--- config.mk ---
export PLATFORM = sky130hd
export DESIGN_NAME = fwd_hazard_ctrl
export DESIGN_NICKNAME = d
export VERILOG_FILES = /design/src/rtl/fwd_hazard_pkg.sv /design/src/rtl/fwd_hazard_ctrl_fwd_sel.sv /design/src/rtl/fwd_hazard_ctrl.sv
export SDC_FILE = /design/constraint.sdc
export NUM_CORES = 1
export LEC_CHECK = 0
export BUFFER_PORTS_ARGS = -buffer_cell sky130_fd_sc_hd__buf_2
export CORE_AREA = 2 2 42 44
export DETAILED_ROUTE_END_ITERATION = 7
export DIE_AREA = 0 0 44 46
export PLACE_DENSITY = 0.86
export SYNTH_ARGS = -nofsm -noshare
export SYNTH_HDL_FRONTEND = slang
export SYNTH_SLANG_ARGS = --single-unit
--- constraint.sdc ---
create_clock -name clk -period 2.35 [get_ports clk]
set_input_delay 0 -clock clk [delete_from_list [all_inputs] [get_ports clk]]
set_output_delay 0 -clock clk [all_outputs]
set_load 0.02 [all_outputs]
--- src/rtl/fwd_hazard_pkg.sv ---
// Shared types for the forwarding / hazard controller: EX operand select
// encodings, the per-stage pipeline record and the "record writes source" test.
package fwd_hazard_pkg;

  localparam logic [1:0] SEL_REG    = 2'b00;
  localparam logic [1:0] SEL_EXOUT  = 2'b01;
  localparam logic [1:0] SEL_MEMOUT = 2'b10;

  typedef struct packed {
    logic       valid;
    logic [4:0] rd;
    logic       regwrite;
    logic       load;
  } stage_rec_t;

  localparam int REC_W = $bits(stage_rec_t);

  // r0 is hard-wired zero, so a write to it never produces a forwardable value.
  function automatic logic rec_writes(input logic       valid,
                                      input logic       regwrite,
                                      input logic [4:0] rd,
                                      input logic [4:0] src);
    return valid && regwrite && (rd == src) && (src != 5'd0);
  endfunction

endpackage

--- src/rtl/fwd_hazard_ctrl_fwd_sel.sv ---
// Combinational operand-select lookup: the youngest in-flight producer of src
// wins (EX over MEM); no producer means the register file value is current.
module fwd_sel
  import fwd_hazard_pkg::*;
(
  input  logic [4:0]       src,
  input  logic [REC_W-1:0] ex_rec,
  input  logic [REC_W-1:0] mem_rec,
  output logic [1:0]       sel
);

  stage_rec_t ex_r;
  stage_rec_t mem_r;
  logic       unused_load;

  assign ex_r        = stage_rec_t'(ex_rec);
  assign mem_r       = stage_rec_t'(mem_rec);
  assign unused_load = ex_r.load ^ mem_r.load;

  always_comb begin
    sel = SEL_REG;
    if (rec_writes(ex_r.valid, ex_r.regwrite, ex_r.rd, src)) begin
      sel = SEL_EXOUT;
    end else if (rec_writes(mem_r.valid, mem_r.regwrite, mem_r.rd, src)) begin
      sel = SEL_MEMOUT;
    end
  end

endmodule

--- src/rtl/fwd_hazard_ctrl.sv ---
// Forwarding and hazard controller for a 5-stage pipeline. Define
// FWD_HAZARD_FWD_EN to enable EX/MEM forwarding; otherwise hazards stall.
module fwd_hazard_ctrl
  import fwd_hazard_pkg::*;
#(
  parameter int NREG = 32
) (
  input  logic       clk,
  input  logic       rst,
  input  logic       id_valid,
  input  logic [4:0] id_rs,
  input  logic [4:0] id_rt,
  input  logic       id_rs_used,
  input  logic       id_rt_used,
  input  logic       id_st_data,
  input  logic [4:0] id_rd,
  input  logic       id_regwrite,
  input  logic       id_load,
  input  logic       ex_fail,
  output logic [1:0] ALUsrcA,
  output logic [1:0] ALUsrcB,
  output logic [1:0] MemWrSrc,
  output logic       stall,
  output logic       flush
);

  if (NREG < 2 || NREG > 32) begin : g_nreg_check
    $error("NREG must be within 2..32 to fit 5-bit register indices");
  end

  stage_rec_t ex_q, ex_d;
  stage_rec_t mem_q, mem_d;
  stage_rec_t wb_q, wb_d;
  logic [1:0] alu_a_q, alu_a_d;
  logic [1:0] alu_b_q, alu_b_d;
  logic [1:0] mem_wr_q, mem_wr_d;
  logic [1:0] sel_a, sel_b, sel_st;
  logic       hazard;
  logic       advance;
  logic       unused_wb;

  // WB is tracked for completeness only; the register file is write-before-read.
  assign unused_wb = ^wb_q;

  fwd_sel u_sel_a  (.src(id_rs), .ex_rec(ex_q), .mem_rec(mem_q), .sel(sel_a));
  fwd_sel u_sel_b  (.src(id_rt), .ex_rec(ex_q), .mem_rec(mem_q), .sel(sel_b));
  fwd_sel u_sel_st (.src(id_rt), .ex_rec(ex_q), .mem_rec(mem_q), .sel(sel_st));

  always_comb begin
    hazard = 1'b0;
`ifdef FWD_HAZARD_FWD_EN
    // Only a load in EX is unforwardable: its data is not ready until MEM.
    hazard = ex_q.load && ((id_rs_used && (sel_a  == SEL_EXOUT)) ||
                           (id_rt_used && (sel_b  == SEL_EXOUT)) ||
                           (id_st_data && (sel_st == SEL_EXOUT)));
`else
    hazard = (id_rs_used && (sel_a  != SEL_REG)) ||
             (id_rt_used && (sel_b  != SEL_REG)) ||
             (id_st_data && (sel_st != SEL_REG));
`endif
  end

  assign flush   = ex_fail && !rst;
  assign stall   = id_valid && hazard && !ex_fail && !rst;
  assign advance = id_valid && !stall && !flush;

  always_comb begin
    mem_d    = ex_q;
    wb_d     = mem_q;
    ex_d     = '0;
    alu_a_d  = SEL_REG;
    alu_b_d  = SEL_REG;
    mem_wr_d = SEL_REG;
    if (advance) begin
      ex_d = '{valid: 1'b1, rd: id_rd, regwrite: id_regwrite, load: id_load};
`ifdef FWD_HAZARD_FWD_EN
      alu_a_d  = id_rs_used ? sel_a  : SEL_REG;
      alu_b_d  = id_rt_used ? sel_b  : SEL_REG;
      mem_wr_d = id_st_data ? sel_st : SEL_REG;
`endif
    end
  end

  always_ff @(posedge clk) begin
    if (rst) begin
      ex_q     <= '0;
      mem_q    <= '0;
      wb_q     <= '0;
      alu_a_q  <= SEL_REG;
      alu_b_q  <= SEL_REG;
      mem_wr_q <= SEL_REG;
    end else begin
      ex_q     <= ex_d;
      mem_q    <= mem_d;
      wb_q     <= wb_d;
      alu_a_q  <= alu_a_d;
      alu_b_q  <= alu_b_d;
      mem_wr_q <= mem_wr_d;
    end
  end

  assign ALUsrcA  = alu_a_q;
  assign ALUsrcB  = alu_b_q;
  assign MemWrSrc = mem_wr_q;

endmodule

==> metrics.md, run 1 <==
| Metric | Value |
|---|---|
| P per Cell Area | `526 nW/um^2` |
| Post-Synth XOR/XNOR Area | `0.244` |
| Layout cell share with drive strength beyond 1 | `0.252` |
| Hold slack | `0.0726 ns` |
| Fillers | `143` |
| Nets | `140` |
| Final setup vio count | `0` |
| Max H-tree Level | `1` |
| Top delay family on crit path | `buffers and inverters` |
| Final worst path period share | `0.741` |
| DP Wirelength | `1.13 mm` |
| Post-CTS Resized | `0` |
| Mux contribution to synthesized area | `0` |
| # IOs | `32` |
| Place WS | `0.899 ns` |
| RSZ-0062 raised after global routing | `false` |
| Hold WC Path Type | `in2reg` |
| Hold EP | `ex_q[7]$_SDFF_PP0_` |
| DRT Wirelength | `1.42 mm` |
| Port Buffers | `24` |
| Critical path startpoint category | `input port` |
| Final min period | `1.74 ns` |
| Max Clock Freq | `575 MHz` |
| WL/cell | `10.8 microns` |
| Cell Area, Synth | `718 sq um` |
| Critical Path AT | `1.74 ns` |
| Reg2reg setup slack | `1.06 ns` |
| Initial Utilization | `0.445` |
| CTS tree | `yes` |
| Yosys warns | `0` |
| Clock sink count | `14` |
| Worst slew margin | `0.491` |
| Seq pwr share | `0.501` |
| Share of the synthesized area in the top cell type | `0.390` |
| Yosys top cell by area | `dfxtp_1` |
| Status | `finished, final reports clean` |
| Largest net degree at the start of global routing | `10` |
| Drt drc | `0` |
| Largest family of logic cells by synthesized area | `simple AND/OR/NAND/NOR gates` |
| Iter 0 DRT Violations | `4` |
| Worst path max stage delay | `0.64 ns` |
| Internal power | `380 uW` |
| Max-Cap Viols | `0` |
| Vias | `620` |
| Yosys reg bits | `14` |
| Critical path class | `in2out` |
| Adder-cell share of the synthesized area | `0` |
| Worst hold path depth | `4` |
| Buf/Inv on CP | `3` |
| Met1 wire length | `597 microns` |
| CP dominant cell by count | `buf_2` |
| Compound-gate portion of the synthesized area | `0.0453` |
| Setup crit end kind | `primary output` |
| Clock share of power | `0.336` |
| Sequential share of the synthesized area | `0.390` |
| CTS max path bufs | `2` |
| Slowest CP cell | `nor3b_1` |
| Worst-path cell chain | `dlygate4sd3_1 > buf_2 > nor3b_1 > and2_1 > buf_2` |
| First-pass DRT Iterations | `4` |
| Fin. Hold Viols | `0` |
| Die height | `46 microns` |
| P_sw | `115 uW` |
| Global placer's final weighted congestion | `0.806` |
| Netlist cell types | `17` |
| Worst slew pin tran | `0.761 ns` |
| Ranking of synthesized cells by area | `dfxtp_1 (39%), xnor2_1 (24%), nor2b_1 (7.0%), buf_4 (6.3%), nor2_1 (4.2%)` |
| Final Max Slew Viols | `0` |
| CTS root buf | `clkbuf_4` |
| Reg2reg start | `ex_q[3]$_SDFF_PP0_` |
| Worst hold start | `ex_fail` |
| Area growth syn-to-layout | `30.8%` |
| Pleak | `0.382 nW` |
| Metal2 WL | `725 microns` |
| Logic pwr share | `0.163` |
| Avg Inst Size Synth | `8.87 sq um` |
| Max Used Layer | `met3` |
| Via-per-instance ratio | `4.70` |
| Inserted Diodes | `0` |
| Reg2Reg Capture Point | `ex_q[3]$_SDFF_PP0_` |
| Skew final | `0.00598 ns` |
| ANT nets after route | `0` |
| Sw Ratio | `0.232` |
| Total power draw | `494 uW` |
| Routed met3 length | `96 microns` |
| Worst EP required | `2.35 ns` |
| Row Count | `15` |
| Total Neg Setup Slack | `0 ns` |
| Clk_lat worst skew | `0.27 ns` |
| Core area | `1610 sq um` |
| TritonCTS Buffers | `3` |
| R2r worst-path depth | `5` |
| Simple-gate portion of the synthesized area | `0.247` |
| Final Worst Setup Slack | `0.610 ns` |
| GRT Total Usage | `0.156` |
| Worst vdd ir | `0.000338 V` |
| Die area | `2020 sq um` |
| Cells after Synth | `81` |
| Die Wd | `44 microns` |
| Initial antenna violation count | `0` |
| Vias in the first global route | `574` |
| Overflow after GRT | `0` |
| Clk slew on worst S/H paths | `0.08 ns` |
| Worst Path Max Fanout | `9` |
| First-pass GRT wire length | `2.23 mm` |
## stage by stage
step / area [sq um] / instances / utilization
after global routing: 940 / 132 / 0.582
after global placement: 833 / 121 / 0.516
after floorplan: 737 / 86 / -
after detailed placement: 833 / 121 / 0.516
final: 940 / 132 / 0.582
after CTS: 940 / 132 / 0.582
## Yosys cell counts (all sizes together)
master and instances:
xnor2 20, dfxtp 14, nor2 8, nor2b 8, nand2 7, buf 6, nand3 4, nand4 4
o22ai 2, a32o 1, and2 1, conb 1, inv 1, nor3 1, nor3b 1, o22a 1
or4 1
## kinds of logic after synthesis
kind of cell	Yosys count
compound gates	4
simple gates	35
flops	14
buf+inv	7
other cells	1
xor+xnor	20
## cells in the final DEF, fill, tap and decap left out
| cell type | count |
|---|---|
| nor3b_1 | 1 |
| clkbuf_8 | 1 |
| nand2_1 | 7 |
| nand3_1 | 4 |
| inv_1 | 1 |
| nor3_1 | 1 |
| and2_1 | 1 |
| clkbuf_4 | 3 |
| dfxtp_1 | 14 |
| nor2_1 | 8 |
| or4_1 | 1 |
| o22a_1 | 1 |
| xnor2_1 | 20 |
| o22ai_1 | 2 |
| buf_2 | 24 |
| nor2b_1 | 8 |
| dlygate4sd3_1 | 7 |
| nand4_1 | 4 |
| conb_1 | 6 |
| a32o_2 | 1 |
## area by class of cell
type,instances,area (sq um),area share
timing repair buffer,31,190,0.202
sequential,14,280,0.298
clock buffer,4,36.3,0.0386
tap,17,21.3,0.0226
multi-input combinational,65,408,0.434
inverter,1,3.75,0.00399
## layer usage
metal,track usage,vias to the layer above
met3,0.0238,0
li1,-,325
met4,0.0727,0
met5,0,-
met2,0.312,27
met1,0.154,268
## sequential cells by signal, summed over array words and instances (netlist names)
signal	count
ex_q	7
mem_q	7
## power by group through the flow
stage               clock network, mW  logic (mW)  registers, mW
floorplan                           0      0.0480          0.252
global placement                    0      0.0695          0.253
finish                          0.166      0.0808          0.248
global route                    0.180      0.0889          0.248
CTS                             0.171      0.0809          0.248
detailed placement                  0      0.0719          0.253
## how the worst max path moves through the flow
| stage | slack [ns] | endpoint | from | cells past startpoint |
|---|---|---|---|---|
| floorplan | 1.13 | stall | ex_q[5]$_SDFF_PP0_ | 5 |
| global placement | 0.91 | stall | id_rt[1] | 6 |
| detailed placement | 0.90 | stall | id_rt[1] | 6 |
| CTS | 0.62 | stall | rst | 5 |
| global route | 0.40 | stall | rst | 5 |
| finish | 0.61 | stall | rst | 5 |
## worst reg2reg max path: stages (launching register included)
cell,delay [ns]
dfxtp_1,0.38
xnor2_1,0.14
nand4_1,0.12
o22ai_1,0.19
a32o_2,0.29
nor2_1,0.07
## what timing repair did
action | 4_1_cts | 5_1_grt
buffers inserted | 0 | 0
setup endpoints to repair | 0 | 0
hold buffers | 7 | 0
endpoints found under the hold margin | 12 | 0
(Power assumes the default switching activity.)
==> run 2, diff against run 1 <==
- CORE_AREA: 2 2 42 44 -> 2 2 42 52
- DIE_AREA: 0 0 44 46 -> 0 0 44 54
- PLACE_DENSITY: 0.86 -> 0.78
- clock period: 2.35 -> 1.5 ns (I/O delays scaled with it)
==> run 2 against run 1 <==
  * Clock skew down 0.0035 ns
  * Die area rose by 17%
  * Hold slack worse by 0.053 ns
  * Clock power rose by 14%
  * Utilization is 5.1 points lower
  * Combinational power is 75% higher
  * Global-route usage shrank 1.0 points
==> metrics.md, run 2 (synthesis results as in run 1) <==
| Metric | Value |
|---|---|
| Status | `finished, final reports clean` |
| Area growth syn-to-layout | `43.2%` |
| Logic pwr share | `0.196` |
| Worst Path Max Fanout | `3` |
| Worst path max stage delay | `0.36 ns` |
| Die height | `54 microns` |
| Worst vdd ir | `0.000475 V` |
| Most frequent cells in the layout | `buf_2 (23), xnor2_1 (13), nor2_1 (8), nor2b_1 (8)` |
| Final min period | `1.49 ns` |
| Pleak | `0.426 nW` |
| Via-per-instance ratio | `4.72` |
| Largest registers | `ex_q x7, mem_q x7` |
| TritonCTS Buffers | `3` |
| Reg2reg setup slack | `0.12 ns` |
| Inserted Diodes | `0` |
| Final setup vio count | `0` |
| ANT nets after route | `0` |
| WL/cell | `11.6 microns` |
| Core area | `1940 sq um` |
| Commonest non-fill, non-tap cell in the layout | `buf_2` |
| Final worst path period share | `0.993` |
| Vias in the first global route | `628` |
| Die area | `2380 sq um` |
| Critical path class | `reg2out` |
| Slowest CP cell | `dfxtp_4` |
| Max-Cap Viols | `0` |
| Placed inst area | `845 sq um` |
| Max Clock Freq | `671 MHz` |
| Initial Utilization | `0.371` |
| Row Count | `18` |
| P per Cell Area | `697 nW/um^2` |
| Layout cell share with drive strength beyond 1 | `0.422` |
| Port Buffers | `24` |
| Setup crit end kind | `primary output` |
| Skew final | `0.00244 ns` |
| Clock sink count | `14` |
| First-pass GRT wire length | `2.48 mm` |
| Placed Cells | `125` |
| Hold WC Path Type | `in2reg` |
| CTS tree | `yes` |
| Initial antenna violation count | `0` |
| Hold slack | `0.0199 ns` |
| Max H-tree Level | `1` |
| Die Wd | `44 microns` |
| Worst EP required | `1.50 ns` |
| Sw Ratio | `0.241` |
| Total Neg Setup Slack | `0 ns` |
| Final Max Slew Viols | `0` |
| Drt drc | `0` |
| Largest net degree at the start of global routing | `10` |
| Nets | `142` |
| First-pass DRT Iterations | `2` |
| P_sw | `173 uW` |
| Clock share of power | `0.266` |
| Post-route insts no fill | `136` |
| RSZ-0062 raised after global routing | `true` |
| Global placer's final weighted congestion | `0.779` |
| # IOs | `32` |
| Clk slew on worst S/H paths | `0.07 ns` |
| Iter 0 DRT Violations | `6` |
| CTS root buf | `clkbuf_4` |
| Fin. Hold Viols | `0` |
| Vias | `642` |
| GRT Total Usage | `0.145` |
| Total power draw | `717 uW` |
| Clk_lat worst skew | `0.26 ns` |
| Seq pwr share | `0.538` |
| Critical path startpoint category | `flip-flop` |
| DRT Wirelength | `1.57 mm` |
| Critical Path AT | `1.49 ns` |
| Final instance area | `1030 sq um` |
| Internal power | `544 uW` |
| Worst-path cell chain | `xnor2_2 > nand3_1 > o22ai_2 > a32o_2 > and2_4 > buf_6` |
| DP Wirelength | `1.19 mm` |
| Overflow after GRT | `0` |
| CTS max path bufs | `2` |
-- run 2: changes by cell type in the layout (fill, tap and decap cells not counted) --
cell	change
and2_1	-1
and2_4	+1
buf_4	+3
dfxtp_2	+6
dfxtp_1	-9
o22ai_1	-1
buf_6	+1
dlygate4sd3_1	-1
buf_2	-1
xnor2_2	+7
o22ai_2	+1
clkbuf_8	-1
dfxtp_4	+3
xnor2_1	-7
-- run 2: worst max-delay path: cells and delay by family, from the launching register on --
kind / cells / cell delay (ns)
buffers and inverters: 1 / 0.12
AND/OR/NAND/NOR: 2 / 0.25
flip-flops: 1 / 0.36
XOR/XNOR: 1 / 0.12
AO/OA/AOI/OAI: 2 / 0.37
-- run 2: what timing repair did --
action / 4_1_cts / 5_1_grt
pin swaps: 1 / 5
setup buffers: 1 / 1
hold endpoints to repair: 6 / 0
resized for setup: 5 / 18
endpoints found under the setup margin: 1 / 1
hold buffers: 6 / 0
-- run 2: path summary, 6_finish.rpt --
path                           start                  end  depth (start not counted)
setup / recovery  ex_q[4]$_SDFF_PP0_                stall                          6
hold / removal                   rst  mem_q[6]$_SDFF_PP0_                          2
setup reg to reg  ex_q[4]$_SDFF_PP0_   ex_q[6]$_SDFF_PP0_                          7
hold reg to reg   ex_q[1]$_SDFF_PP0_  mem_q[1]$_SDFF_PP0_                          1
-- run 2: routing by layer --
layer	vias to the layer above	GRT usage	share of wire
met5	-	0	0
met4	0	0.0758	0.0051
met3	2	0.0302	0.075
met2	25	0.275	0.54
met1	285	0.147	0.38
li1	330	-	-
-- run 2: stage by stage --
stage                     setup WS, ns  utilization
after CTS                    0.0000137        0.486
after floorplan                  0.283            -
after global placement          0.0811        0.436
after global routing           -0.0652        0.531
after detailed placement        0.0397        0.436
final                           0.0105        0.531
-- run 2: area by class of cell --
type | instances | area (sq um)
clock buffers | 3 | 22.5
fillers | 173 | 908
inverters | 1 | 3.75
multi-input cells | 65 | 469
flip-flops and latches | 14 | 299
well taps | 20 | 25.0
repair buffers | 33 | 209
-- run 2: power by group through the flow --
stage,Sequential [mW],Clock [mW],Combinational [mW]
4_1_cts,0.389,0.196,0.128
3_5_place_dp,0.397,0,0.115
3_3_place_gp,0.396,0,0.112
2_1_floorplan,0.395,0,0.0752
5_1_grt,0.387,0.222,0.152
6_report,0.386,0.190,0.141
==> run 3, diff against run 2 <==
- ABC_AREA: default -> 1
- CORE_AREA: 2 2 42 52 -> 2 2 45 55
- DIE_AREA: 0 0 44 54 -> 0 0 47 57
- PLACE_DENSITY: 0.78 -> 0.79
==> run 3 against run 2 <==
  * Total power increased by 1.8%
  * Largest cell class unchanged
  * Cell count rose by 60%
  * Synthesized cell count increased by 93%
  * Sequential share of layout area down 3.3 points
  * Maximum frequency grew 3.9%
  * Critical path depth grew 3
  * Hold slack worse by 0.0064 ns
  * Critical endpoint unchanged
  * Critical path type unchanged
  * Flip-flop and latch count is the same
  * Non-clock buffer count down 3
  * Via count is 39% higher
  * Worst setup slack better by 0.056 ns
  * Synthesized area is 22% higher
==> metrics.md, run 3 <==
| Metric | Value |
|---|---|
| Initial Utilization | `0.401` |
| Share of the synthesized area in the top cell type | `0.320` |
| CTS tree | `yes` |
| Yosys reg bits | `14` |
| Worst EP required | `1.50 ns` |
| TritonCTS Buffers | `3` |
| Final worst path period share | `0.956` |
| Port Buffers | `24` |
| Total power draw | `730 uW` |
| Status | `finished, final reports clean` |
| Final instance area | `1110 sq um` |
| DP Wirelength | `1.37 mm` |
| Placed inst area | `1010 sq um` |
| Reg2reg setup slack | `0.35 ns` |
| Die Wd | `47 microns` |
| Yosys warns | `0` |
| ANT nets after route | `0` |
| Top delay family on crit path | `simple AND/OR/NAND/NOR gates` |
| Fillers | `259` |
| Fin. Hold Viols | `0` |
| Skew final | `0.000884 ns` |
| Buf/Inv on CP | `2` |
| Post-route insts no fill | `218` |
| Most frequent cell after synthesis | `nand2_1` |
| Final min period | `1.43 ns` |
| # IOs | `32` |
| RSZ-0062 raised after global routing | `true` |
| First-pass DRT Iterations | `4` |
| GR Util met1 | `0.174` |
| Iter 0 DRT Violations | `13` |
| Commonest cells in the netlist | `nand2_1 (54), inv_1 (34), nor2_1 (31)` |
| CP dominant cell by count | `nand2_1` |
| WL/cell | `7.98 microns` |
| Critical path startpoint category | `flip-flop` |
| Setup crit end kind | `primary output` |
| Initial antenna violation count | `0` |
| Vias in the first global route | `751` |
| Avg Inst Size Synth | `5.62 sq um` |
| Cells after Synth | `156` |
| CTS max path bufs | `2` |
| Worst path max stage delay | `0.35 ns` |
| Via-per-instance ratio | `4.09` |
| Worst Path Max Fanout | `3` |
| Area growth syn-to-layout | `26.7%` |
| Nets | `213` |
| Largest net degree at the start of global routing | `10` |
| CP Launch Point | `ex_q[3]$_SDFF_PP0_` |
| Setup Buffers After CTS | `0` |
| GR Layer Usage met2 | `0.256` |
| Die area | `2680 sq um` |
| Pleak | `0.649 nW` |
| Inserted Diodes | `0` |
| Row Count | `19` |
| Final Max Slew Viols | `0` |
| Final setup vio count | `0` |
| Clk slew on worst S/H paths | `0.08 ns` |
| Largest registers | `ex_q x7, mem_q x7` |
| Clock sink count | `14` |
| Worst hold start | `rst` |
| First-pass GRT wire length | `2.90 mm` |
| Drt drc | `0` |
| DRT Wirelength | `1.74 mm` |
| Core area | `2190 sq um` |
| Commonest non-fill, non-tap cell in the layout | `nand2_1` |
| Layout cell share with drive strength beyond 1 | `0.214` |
| GRT Total Usage | `0.149` |
| CTS root buf | `clkbuf_4` |
| Total Neg Setup Slack | `0 ns` |
| Overflow after GRT | `0` |
| Yosys top cell by area | `dfxtp_1` |
| Synth Flop Type | `dfxtp_1` |
| Vias | `892` |
| Critical Path AT | `1.43 ns` |
| Netlist cell types | `15` |
| EDFF count, synth | `0` |
| Die height | `57 microns` |
| Fraction of registers with async set/reset | `0` |
| Cell Area, Synth | `877 sq um` |
| Clk_lat worst skew | `0.27 ns` |
| Worst vdd ir | `0.000573 V` |
| P per Cell Area | `657 nW/um^2` |
| Worst-path cell chain | `inv_2 > nand2_1 > o21ai_1 > nor2_1 > nand3_1 > nand2_1 > nand2_2 > a21oi_2 > buf_4` |
| Critical path class | `reg2out` |
| Global placer's final weighted congestion | `0.844` |
| Grt peak-use layer | `met2` |
| Hold WC Path Type | `in2reg` |
| Met3 usage | `0.0190` |
| Most frequent cells in the layout | `nand2_1 (53), inv_1 (33), nor2_1 (28), buf_2 (23), dfxtp_1 (9)` |
| Reg2reg start | `ex_q[3]$_SDFF_PP0_` |
| Max-Cap Viols | `0` |
| Max H-tree Level | `1` |
| Ranking of synthesized cells by area | `dfxtp_1 (32%), nand2_1 (23%), inv_1 (15%), nor2_1 (13%), buf_4 (5.1%)` |
| Max Clock Freq | `698 MHz` |
| Slowest CP cell | `dfxtp_2` |
| Sequential share of the synthesized area | `0.320` |
| Placed Cells | `209` |
-- run 3: final timing paths --
kind,end,cells after the start
max,stall,9
min,mem_q[1]$_SDFF_PP0_,2
max reg2reg,ex_q[4]$_SDFF_PP0_,9
min reg2reg,mem_q[1]$_SDFF_PP0_,2
-- run 3: kinds of logic (layout without fill, tap and decap cells) --
logic type | after synthesis | after routing | share of synthesized area
buffers and inverters | 41 | 67 | 0.201
other | 1 | 6 | 0.00428
AO/OA/AOI/OAI | 4 | 4 | 0.0228
flip-flops | 14 | 14 | 0.320
AND/OR/NAND/NOR | 94 | 94 | 0.432
XOR/XNOR | 2 | 2 | 0.0200
-- run 3: metal layers --
layer  up-vias  part of all wire  wire [microns]
met2        21              0.52             907
met1       370              0.42             732
met5         -                 0               0
met4         0             0.023              40
met3         5             0.034              60
li1        496                 -               -
-- run 3: where the power goes --
part	total [mW]	leakage (nW)	switching [mW]	internal, mW
Combinational	0.141	0.519	0.0814	0.0593
Sequential	0.386	0.116	0.00516	0.381
Clock	0.203	0.0138	0.110	0.0929
Total	0.730	0.649	0.197	0.533
-- run 3: through the flow --
stage,setup slack (ns),util,hold slack [ns]
after detailed placement,0.311,0.460,0.220
after floorplan,0.363,-,0.112
after global placement,0.286,0.460,0.217
after global routing,-0.0358,0.508,0.0259
final,0.0665,0.508,0.0136
after CTS,0.00307,0.499,0.0213
-- run 3: repair_timing --
item	4_1_cts	5_1_grt
pin swaps	0	5
gates resized for setup	1	12
setup endpoints to repair	1	1
hold buffers	6	0
cloned	0	0
endpoints found under the hold margin	6	0
-- run 3: area by class of cell --
| class | instances | area, sq um | area share |
|---|---|---|---|
| sequential | 14 | 287 | 0.258 |
| multi-input combinational | 106 | 453 | 0.408 |
| tap | 31 | 38.8 | 0.0349 |
| inverter | 34 | 128 | 0.115 |
| clock buffer | 3 | 22.5 | 0.0203 |
| timing repair buffer | 30 | 183 | 0.164 |
